==> config.mk <==
export PLATFORM = sky130hd
export DESIGN_NAME = ask4_tx_mapper
export DESIGN_NICKNAME = d
export VERILOG_FILES = /design/src/rtl/ask4_pkg.sv /design/src/rtl/prbs_lfsr.sv /design/src/rtl/ask4_tx_mapper.sv
export SDC_FILE = /design/constraint.sdc
export NUM_CORES = 1
export LEC_CHECK = 0
export CAP_MARGIN = 10
export CORE_ASPECT_RATIO = 0.8
export CORE_MARGIN = 3
export CORE_UTILIZATION = 47
export CTS_CLUSTER_SIZE = 25
export DETAILED_ROUTE_END_ITERATION = 10
export GPL_TIMING_DRIVEN = 0
export PLACE_DENSITY = 0.75
export SETUP_SLACK_MARGIN = 0.3
export SLEW_MARGIN = 20
export SYNTH_ARGS = -nofsm -noshare
export SYNTH_HDL_FRONTEND = slang
export SYNTH_SLANG_ARGS = --single-unit
==> constraint.sdc <==
create_clock -name clk -period 4.8 [get_ports clk]
set_input_delay 0.96 -clock clk [delete_from_list [all_inputs] [get_ports clk]]
set_output_delay 0.96 -clock clk [all_outputs]
set_load 0.01 [all_outputs]
==> src/rtl/ask4_pkg.sv <==
`default_nettype none
// ask4_pkg: 4-ASK level constants (1s17), Gray symbol map and transmit FSM states.
// Shared by the transmit mapper and the receiver slicer.
package ask4_pkg;

  localparam int SYM_W = 18;

  localparam logic signed [SYM_W-1:0] LVL_OUTER = 18'sd98304;
  localparam logic signed [SYM_W-1:0] LVL_INNER = 18'sd32768;

  typedef enum logic [1:0] {
    IDLE = 2'd0,
    PRE  = 2'd1,
    RUN  = 2'd2
  } tx_state_t;

  // Gray map: adjacent levels differ in one bit, so a slicer error costs one bit.
  function automatic logic signed [SYM_W-1:0] sym_map(
    input logic [1:0]              bits,
    input logic signed [SYM_W-1:0] outer = LVL_OUTER,
    input logic signed [SYM_W-1:0] inner = LVL_INNER
  );
    case (bits)
      2'b00:   sym_map = -outer;
      2'b01:   sym_map = -inner;
      2'b11:   sym_map = inner;
      default: sym_map = outer;
    endcase
  endfunction

endpackage
`default_nettype wire

==> src/rtl/prbs_lfsr.sv <==
`default_nettype none
// prbs_lfsr: Fibonacci LFSR, x^WID + x^(WID-1) + 1, with seed load, all-zero
// lockup recovery and a wrap flag when the advancing state lands on the seed.
module prbs_lfsr #(
  parameter int WID = 22
) (
  input  logic           clk,
  input  logic           reset,
  input  logic           enable,
  input  logic           load,
  input  logic [WID-1:0] seed,
  output logic [WID-1:0] state,
  output logic           wrap
);

  logic [WID-1:0] lfsr_q;
  logic [WID-1:0] lfsr_d;
  logic [WID-1:0] shifted;

  always_comb begin
    shifted = {lfsr_q[WID-2:0], lfsr_q[WID-1] ^ lfsr_q[WID-2]};
    lfsr_d  = lfsr_q;
    wrap    = 1'b0;
    if (load) begin
      lfsr_d = seed;
    end else if (enable) begin
      // The all-zero state is a fixed point of the shift; escape it via the seed.
      lfsr_d = (lfsr_q == '0) ? seed : shifted;
      wrap   = (lfsr_d == seed);
    end
  end

  always_ff @(posedge clk) begin
    if (reset) lfsr_q <= seed;
    else       lfsr_q <= lfsr_d;
  end

  assign state = lfsr_q;

endmodule
`default_nettype wire

==> src/rtl/ask4_tx_mapper.sv <==
`default_nettype none
// ask4_tx_mapper: burst 4-ASK symbol source -- alternating training preamble,
// then Gray-mapped PRBS symbols with a periodic clr_acc block marker.
module ask4_tx_mapper #(
  parameter int                   LFSR_WID  = 22,
  parameter logic [LFSR_WID-1:0]  LFSR_SEED = 22'h3FFFFF,
  parameter int                   CLR_LOG2  = 20,
  parameter int                   N_PRE     = 64,
  parameter logic signed [17:0]   LVL_OUTER = 18'sd98304,
  parameter logic signed [17:0]   LVL_INNER = 18'sd32768
) (
  input  logic               clk,
  input  logic               reset,
  input  logic               sym_clk_en,
  input  logic               tx_en,
  output logic signed [17:0] sym_out,
  output logic               sym_valid,
  output logic               clr_acc,
  output logic               in_preamble,
  output logic               lfsr_wrap
);

  import ask4_pkg::*;

  localparam int                PRE_W    = $clog2(N_PRE);
  localparam logic [PRE_W-1:0]  PRE_LAST = PRE_W'(N_PRE - 1);

  tx_state_t             state_q, state_d;
  logic [PRE_W-1:0]      pre_cnt_q, pre_cnt_d;
  logic [CLR_LOG2-1:0]   blk_cnt_q, blk_cnt_d;
  logic signed [17:0]    sym_out_q, sym_out_d;
  logic                  sym_valid_q, sym_valid_d;
  logic                  clr_acc_q, clr_acc_d;
  logic                  in_preamble_q, in_preamble_d;
  logic                  lfsr_wrap_q, lfsr_wrap_d;

  logic                  lfsr_en;
  logic                  lfsr_load;
  logic [LFSR_WID-1:0]   lfsr_state;
  logic                  lfsr_wrap_w;

  prbs_lfsr #(
    .WID (LFSR_WID)
  ) u_prbs (
    .clk    (clk),
    .reset  (reset),
    .enable (lfsr_en),
    .load   (lfsr_load),
    .seed   (LFSR_SEED),
    .state  (lfsr_state),
    .wrap   (lfsr_wrap_w)
  );

  // Only the two LSBs pick the symbol; the rest of the register is internal.
  logic unused_lfsr_hi;
  assign unused_lfsr_hi = ^lfsr_state[LFSR_WID-1:2];

  always_comb begin
    state_d       = state_q;
    pre_cnt_d     = pre_cnt_q;
    blk_cnt_d     = blk_cnt_q;
    sym_out_d     = sym_out_q;
    in_preamble_d = in_preamble_q;
    sym_valid_d   = 1'b0;
    clr_acc_d     = 1'b0;
    lfsr_wrap_d   = 1'b0;
    lfsr_en       = 1'b0;
    lfsr_load     = 1'b0;

    if (sym_clk_en) begin
      if (!tx_en) begin
        state_d       = IDLE;
        sym_out_d     = '0;
        in_preamble_d = 1'b0;
      end else begin
        case (state_q)
          IDLE: begin
            state_d       = PRE;
            pre_cnt_d     = '0;
            blk_cnt_d     = '0;
            lfsr_load     = 1'b1;
            sym_out_d     = '0;
            in_preamble_d = 1'b0;
          end
          PRE: begin
            sym_out_d     = pre_cnt_q[0] ? -LVL_OUTER : LVL_OUTER;
            in_preamble_d = 1'b1;
            sym_valid_d   = 1'b1;
            pre_cnt_d     = pre_cnt_q + PRE_W'(1);
            if (pre_cnt_q == PRE_LAST) state_d = RUN;
          end
          RUN: begin
            sym_out_d     = sym_map(lfsr_state[1:0], LVL_OUTER, LVL_INNER);
            in_preamble_d = 1'b0;
            sym_valid_d   = 1'b1;
            lfsr_en       = 1'b1;
            blk_cnt_d     = blk_cnt_q + CLR_LOG2'(1);
            clr_acc_d     = (blk_cnt_q == '1);
            lfsr_wrap_d   = lfsr_wrap_w;
          end
          default: begin
            state_d       = IDLE;
            sym_out_d     = '0;
            in_preamble_d = 1'b0;
          end
        endcase
      end
    end
  end

  always_ff @(posedge clk) begin
    if (reset) begin
      state_q       <= IDLE;
      pre_cnt_q     <= '0;
      blk_cnt_q     <= '0;
      sym_out_q     <= '0;
      sym_valid_q   <= 1'b0;
      clr_acc_q     <= 1'b0;
      in_preamble_q <= 1'b0;
      lfsr_wrap_q   <= 1'b0;
    end else begin
      state_q       <= state_d;
      pre_cnt_q     <= pre_cnt_d;
      blk_cnt_q     <= blk_cnt_d;
      sym_out_q     <= sym_out_d;
      sym_valid_q   <= sym_valid_d;
      clr_acc_q     <= clr_acc_d;
      in_preamble_q <= in_preamble_d;
      lfsr_wrap_q   <= lfsr_wrap_d;
    end
  end

  assign sym_out     = sym_out_q;
  assign sym_valid   = sym_valid_q;
  assign clr_acc     = clr_acc_q;
  assign in_preamble = in_preamble_q;
  assign lfsr_wrap   = lfsr_wrap_q;

endmodule
`default_nettype wire

Yosys cells after proc, flatten, opt, wreduce, memory -nomap -nowiden

Cells that the tools add are included.

Output and inout port bits: 22
Word-level logic and storage cells: 57
Bits in registers: 72
Input bits: 4

Equal/unequal tests: 9
$add $sub $neg: 2
Multiplexer cells: 19
Bitwise logic cells: 5
Reductions and logical operators: 13

Operators with widths:

| cell                                          | number |
|---|---|
| case mux 18 bit (3 select lines)              | 1 |
| case mux 20 bit (2 select lines)              | 1 |
| two-way mux 18 bit                            | 2 |
| case mux 18 bit (2 select lines)              | 1 |
| == test 22 bit, second input constant         | 1 |
| logical NOT 22 bit                            | 1 |
| two-way mux 22 bit                            | 1 |
| adder 20 x 1 -> 20 bit, second input constant | 1 |
| == test 20 bit, second input constant         | 1 |
| case mux 6 bit (2 select lines)               | 1 |
| two-way mux 1 bit                             | 9 |
| AND reduction 3 bit                           | 3 |
| adder 6 x 1 -> 6 bit, second input constant   | 1 |
| == test 6 bit, second input constant          | 1 |
| case mux 2 bit (3 select lines)               | 1 |
| OR reduction 6 bit                            | 1 |
| == test 2 x 1 -> 1 bit, second input constant | 2 |
| == test 2 bit, second input constant          | 2 |
| logical NOT 2 bit                             | 2 |
| two-way mux 2 bit                             | 2 |
| NOT 1 bit                                     | 4 |
| nonzero test 2 bit                            | 2 |
| OR reduction 2 bit                            | 2 |
| OR reduction 4 bit                            | 1 |
| other kinds (4)                               | 4 |

Logic depth before layout (Yosys ltp)

Depth in word-level cells: 6
Depth in mapped cells: 8
Mapped depth without buffers: 6

Cells and area by module

A second synthesis with hierarchy kept.

Cell total of the unflattened synthesis: 328
Area total of the unflattened synthesis: 3118.0 um^2

By module, submodules not included:

| module         | area each (um^2) | seq. area each (um^2) | cells each | times used |
|---|---|---|---|---|
| ask4_tx_mapper | 1831.8           | 700.7                 | 218        | 1 |
| prbs_lfsr      | 1286.2           | 660.6                 | 110        | 1 |

Worst setup path after synthesis

OpenSTA, ideal clock, no wires.

Path kind: in2reg
Start point: input tx_en
End point: register blk_cnt_q[10]
Setup time: 0.128 ns
Arrival time: 2.114 ns
Slack: 2.558 ns
Data required time: 4.672 ns
Path buffers: 2
Cell stages on the path: 5
Path through: clkbuf_1 > nand3_1 > o21bai_1 > clkbuf_1 > nor2_1

Cells in the longest elaborated chain, start to end: 1

RTL lines:

| element                       | RTL line              | source |
|---|---|---|
| start, declared               | ask4_tx_mapper.sv:15  | `input logic tx_en,` |
| AND reduction 3 bit (no line) | n/a                   |  |
| end signal, assigned          | ask4_tx_mapper.sv:124 | `blk_cnt_q <= blk_cnt_d;` |
| end, declared                 | ask4_tx_mapper.sv:30  | `logic [CLR_LOG2-1:0] blk_cnt_q, blk_cnt_d;` |

Every way passes these cells.
A chain may end at the register's enable or synchronous reset.

Worst setup path in the final report

Start point: input tx_en
End point: register blk_cnt_q[8]

The elaborated chain is that of the path after synthesis.

==> metrics.yaml <==
floorplanning:
  dieHeight_um: 72.17
  io_pins: 26
  die_w_um: 88.72
  dieArea_um2: 6403
  rows: 23
  coreArea_um2: 5151
  start_util: 0.4994
flow_run:
  cap_viol_max_count: 0
synth:
  yosys_warnings: 0
  syn_area_um2: 2572
  synth-seq-area-share: 0.4436
  synth-main-ff-cell: "dfxtp_1"
  synth_edf_count: 0
  avgSynthCellArea_um2: 9.122
  synthDistinctLibCells: 41
  netlist_instances: 282
  synth-seq-cells: 57
  async_flop_share: 0
place:
  placed_cells: 368
  placed_area_um2: 2803
  numPortBuffers: 10
  place_ws_ns: 1.567
  hpwl_um: 3381
  place.gp.congestion: 0.8074
detailed_routing:
  first_pass_iters: 4
  postRouteAntennaNets: 0
  drc: 0
  wl_um: 4781
  vias_per_cell: 5.424
  wl_per_cell_um: 12.45
  vias: 2083
  dr.first_iter.drc_count: 104
clock_network:
  hold_buffers: 0
  cts.sinks: 57
  clk_pin_slew_ns: 0.06
  clk-insertion-delay-late_ns: 0.34
  htreeDepth: 3
  clock_path_buffers: 2
  post-cts-setup-buffer-count: 0
  cts_buffers: 9
  cts-root-buf: "clkbuf_8"
  cts_tree: "built"
  cts_resized: 0
global_routing:
  grt_max_degree: 11
  track_usage: 0.1702
  antenna_found_initial: 0
  grt_pass1_vias: 1915
  grt_pass1_wl_um: 8376
  grt-ovfl-total: 0
timing:
  hold_violations: 0
  setup-violations-final: 0
  slew_violations: 0
  slew_headroom: 0.5318
  layout_min_cycle_time_ns: 2.887
  skew_ns: 0.006378
  max_freq_ghz: 0.3463
  min_period_over_period: 0.6016
  worst_slack_ns: 1.913
  rsz0062_at_grt: "no"
  tightest_slew_ns: 0.7008
  finalSetupTns_ns: 0
layout:
  nNetsFinal: 330
  final_area_um2: 2999
  fin_cells: 384
  drive_gt1_frac: 0.1211
  syn2layout_area_growth_pct: 16.59
  post-route-util: 0.5822
  n_antenna_cell: 0
hold_path:
  hp-start: "sym_out[15]$_SDFFE_PP0P_"
  hold_class: "reg -> reg"
  holdPathEnd: "sym_out[15]$_SDFFE_PP0P_"
  hold_depth: 2
critical_path:
  cp_common_cell: "clkbuf_1"
  r2r_cells: 7
  critPathSlowestCell: "o21bai_1"
  crit_fanout: 10
  r2r-end: "u_prbs.state[15]$_SDFFE_PP1P_"
  worst-r2r-setup-slack_ns: 2.58
  arrival_ns: 3.10
  cp_slowest_stage_delay_ns: 0.59
  r2r-start: "state_q[0]$_SDFFE_PP0P_"
  critical_path_required_ns: 5.01
  end_kind: "flop"
  crit_chain: "clkdlybuf4s50_1 -> clkbuf_1 -> nand3_1 -> o21bai_1 -> clkbuf_1 -> nor2_1"
  start_kind: "primary input"
  worstSetupPathType: "in -> reg"
power_and_ir_drop:
  cellLeakagePower_uw: 0.001117
  powerDensity_nw_per_um2: 322.9
  ir_drop_mv: 0.1943
status:
  outcome: "finished, final reports clean"
flip-flops by register name, indices dropped and copies added, names as in the netlist:
signal,count
blk_cnt_q,20
clr_acc,1
pre_cnt_q,6
sym_valid,1
lfsr_wrap,1
sym_out,3
in_preamble,1
state_q,2
u_prbs.state,22
metrics by stage:
step / hold slack [ns] / power [uW]
4_1_cts: 0.4669 / 980.0
3_5_place_dp: 0.4527 / 535.9
5_1_grt: 0.4926 / 1008
2_1_floorplan: 0.4379 / 523.8
3_3_place_gp: 0.4349 / 535.1
6_report: 0.4682 / 968.5
worst max path at each step:
| stage | startpoint | end | slack (ns) | cells past startpoint |
|---|---|---|---|---|
| 4_1_cts | sym_clk_en | blk_cnt_q[8]$_SDFFE_PP0P_ | 1.94 | 6 |
| 6_report | tx_en | blk_cnt_q[8]$_SDFFE_PP0P_ | 1.91 | 6 |
| 2_1_floorplan | tx_en | blk_cnt_q[10]$_SDFFE_PP0P_ | 2.56 | 5 |
| 5_1_grt | sym_clk_en | blk_cnt_q[5]$_SDFFE_PP0P_ | 1.70 | 6 |
| 3_3_place_gp | sym_clk_en | blk_cnt_q[8]$_SDFFE_PP0P_ | 1.55 | 6 |
| 3_5_place_dp | tx_en | blk_cnt_q[6]$_SDFFE_PP0P_ | 1.57 | 6 |
power by group:
part / switching, uW / internal (uW) / total [uW]
sequential: 1.35 / 475 / 476
combinational: 31.4 / 18.7 / 50.0
clock: 191 / 252 / 443
per-layer routing:
layer / track usage / up-vias / share of wire
met4: 0.06208 / 0 / 0.013
li1: - / 1076 / -
met2: 0.2504 / 40 / 0.42
met3: 0.08513 / 9 / 0.063
met1: 0.2144 / 958 / 0.50
met5: 0 / - / 0
worst max-delay path: cells and delay by family:
kind	cells	cell delay (ns)
buffers and inverters	3	1.28
AOI/OAI and AO/OA	1	0.59
and+or+nand+nor	2	0.25
area by class of cell:
type                       count  area [um^2]
inverter                       9        33.78
fill                         479         2152
clock buffer                  11        141.4
tap                           62        77.57
timing repair buffer          10        100.1
buffer                        26        162.7
multi-input combinational    204         1287
clock inverter                 5        55.05
sequential                    57         1141
kinds of logic after synthesis:
group	Yosys count	share of synthesized area
AND/OR/NAND/NOR	104	0.2140
AO/OA/AOI/OAI	63	0.1766
buffers and inverters	35	0.07636
flip-flops	57	0.4436
other	1	0.001458
adder cells (fa/ha/maj)	9	0.04378
XOR/XNOR	13	0.04426
cells in the mapped netlist (3+ instances only):
| cell | n | area share |
|---|---|---|
| or4_1 | 5 | 0.015 |
| clkbuf_1 | 9 | 0.013 |
| dfxtp_1 | 57 | 0.44 |
| buf_4 | 15 | 0.044 |
| xor2_1 | 7 | 0.024 |
| o21ai_0 | 7 | 0.014 |
| nor2_1 | 22 | 0.032 |
| ha_1 | 9 | 0.044 |
| nor3_1 | 5 | 0.0097 |
| nor4_1 | 6 | 0.015 |
| o22a_1 | 22 | 0.075 |
| xnor2_1 | 6 | 0.020 |
| nand2_1 | 21 | 0.031 |
| o211ai_1 | 3 | 0.0088 |
| o31ai_1 | 5 | 0.015 |
| a21oi_1 | 15 | 0.029 |
| nand4_1 | 14 | 0.034 |
| nand3_1 | 14 | 0.027 |
| o21a_1 | 3 | 0.0088 |
| inv_1 | 9 | 0.013 |
cells in the final DEF, fill, tap and decap left out, drive strengths merged, types with 3 or more instances in the layout:
| master | netlist | layout |
|---|---|---|
| a21oi | 15 | 15 |
| dfxtp | 57 | 57 |
| nand3 | 15 | 15 |
| clkbuf | 9 | 20 |
| inv | 9 | 9 |
| or3 | 3 | 3 |
| nor3 | 5 | 5 |
| clkdlybuf4s50 | 0 | 10 |
| o21a | 3 | 3 |
| o211ai | 3 | 3 |
| nor2 | 22 | 22 |
| ha | 9 | 9 |
| o21ai | 7 | 7 |
| o31ai | 5 | 5 |
| conb | 1 | 15 |
| nor4 | 6 | 6 |
| nand2 | 21 | 21 |
| xor2 | 7 | 7 |
| buf | 17 | 17 |
| or4 | 7 | 7 |
| o22a | 22 | 22 |
| xnor2 | 6 | 6 |
| nand4 | 14 | 14 |
No activity file was read; power rests on OpenSTA's default activity.
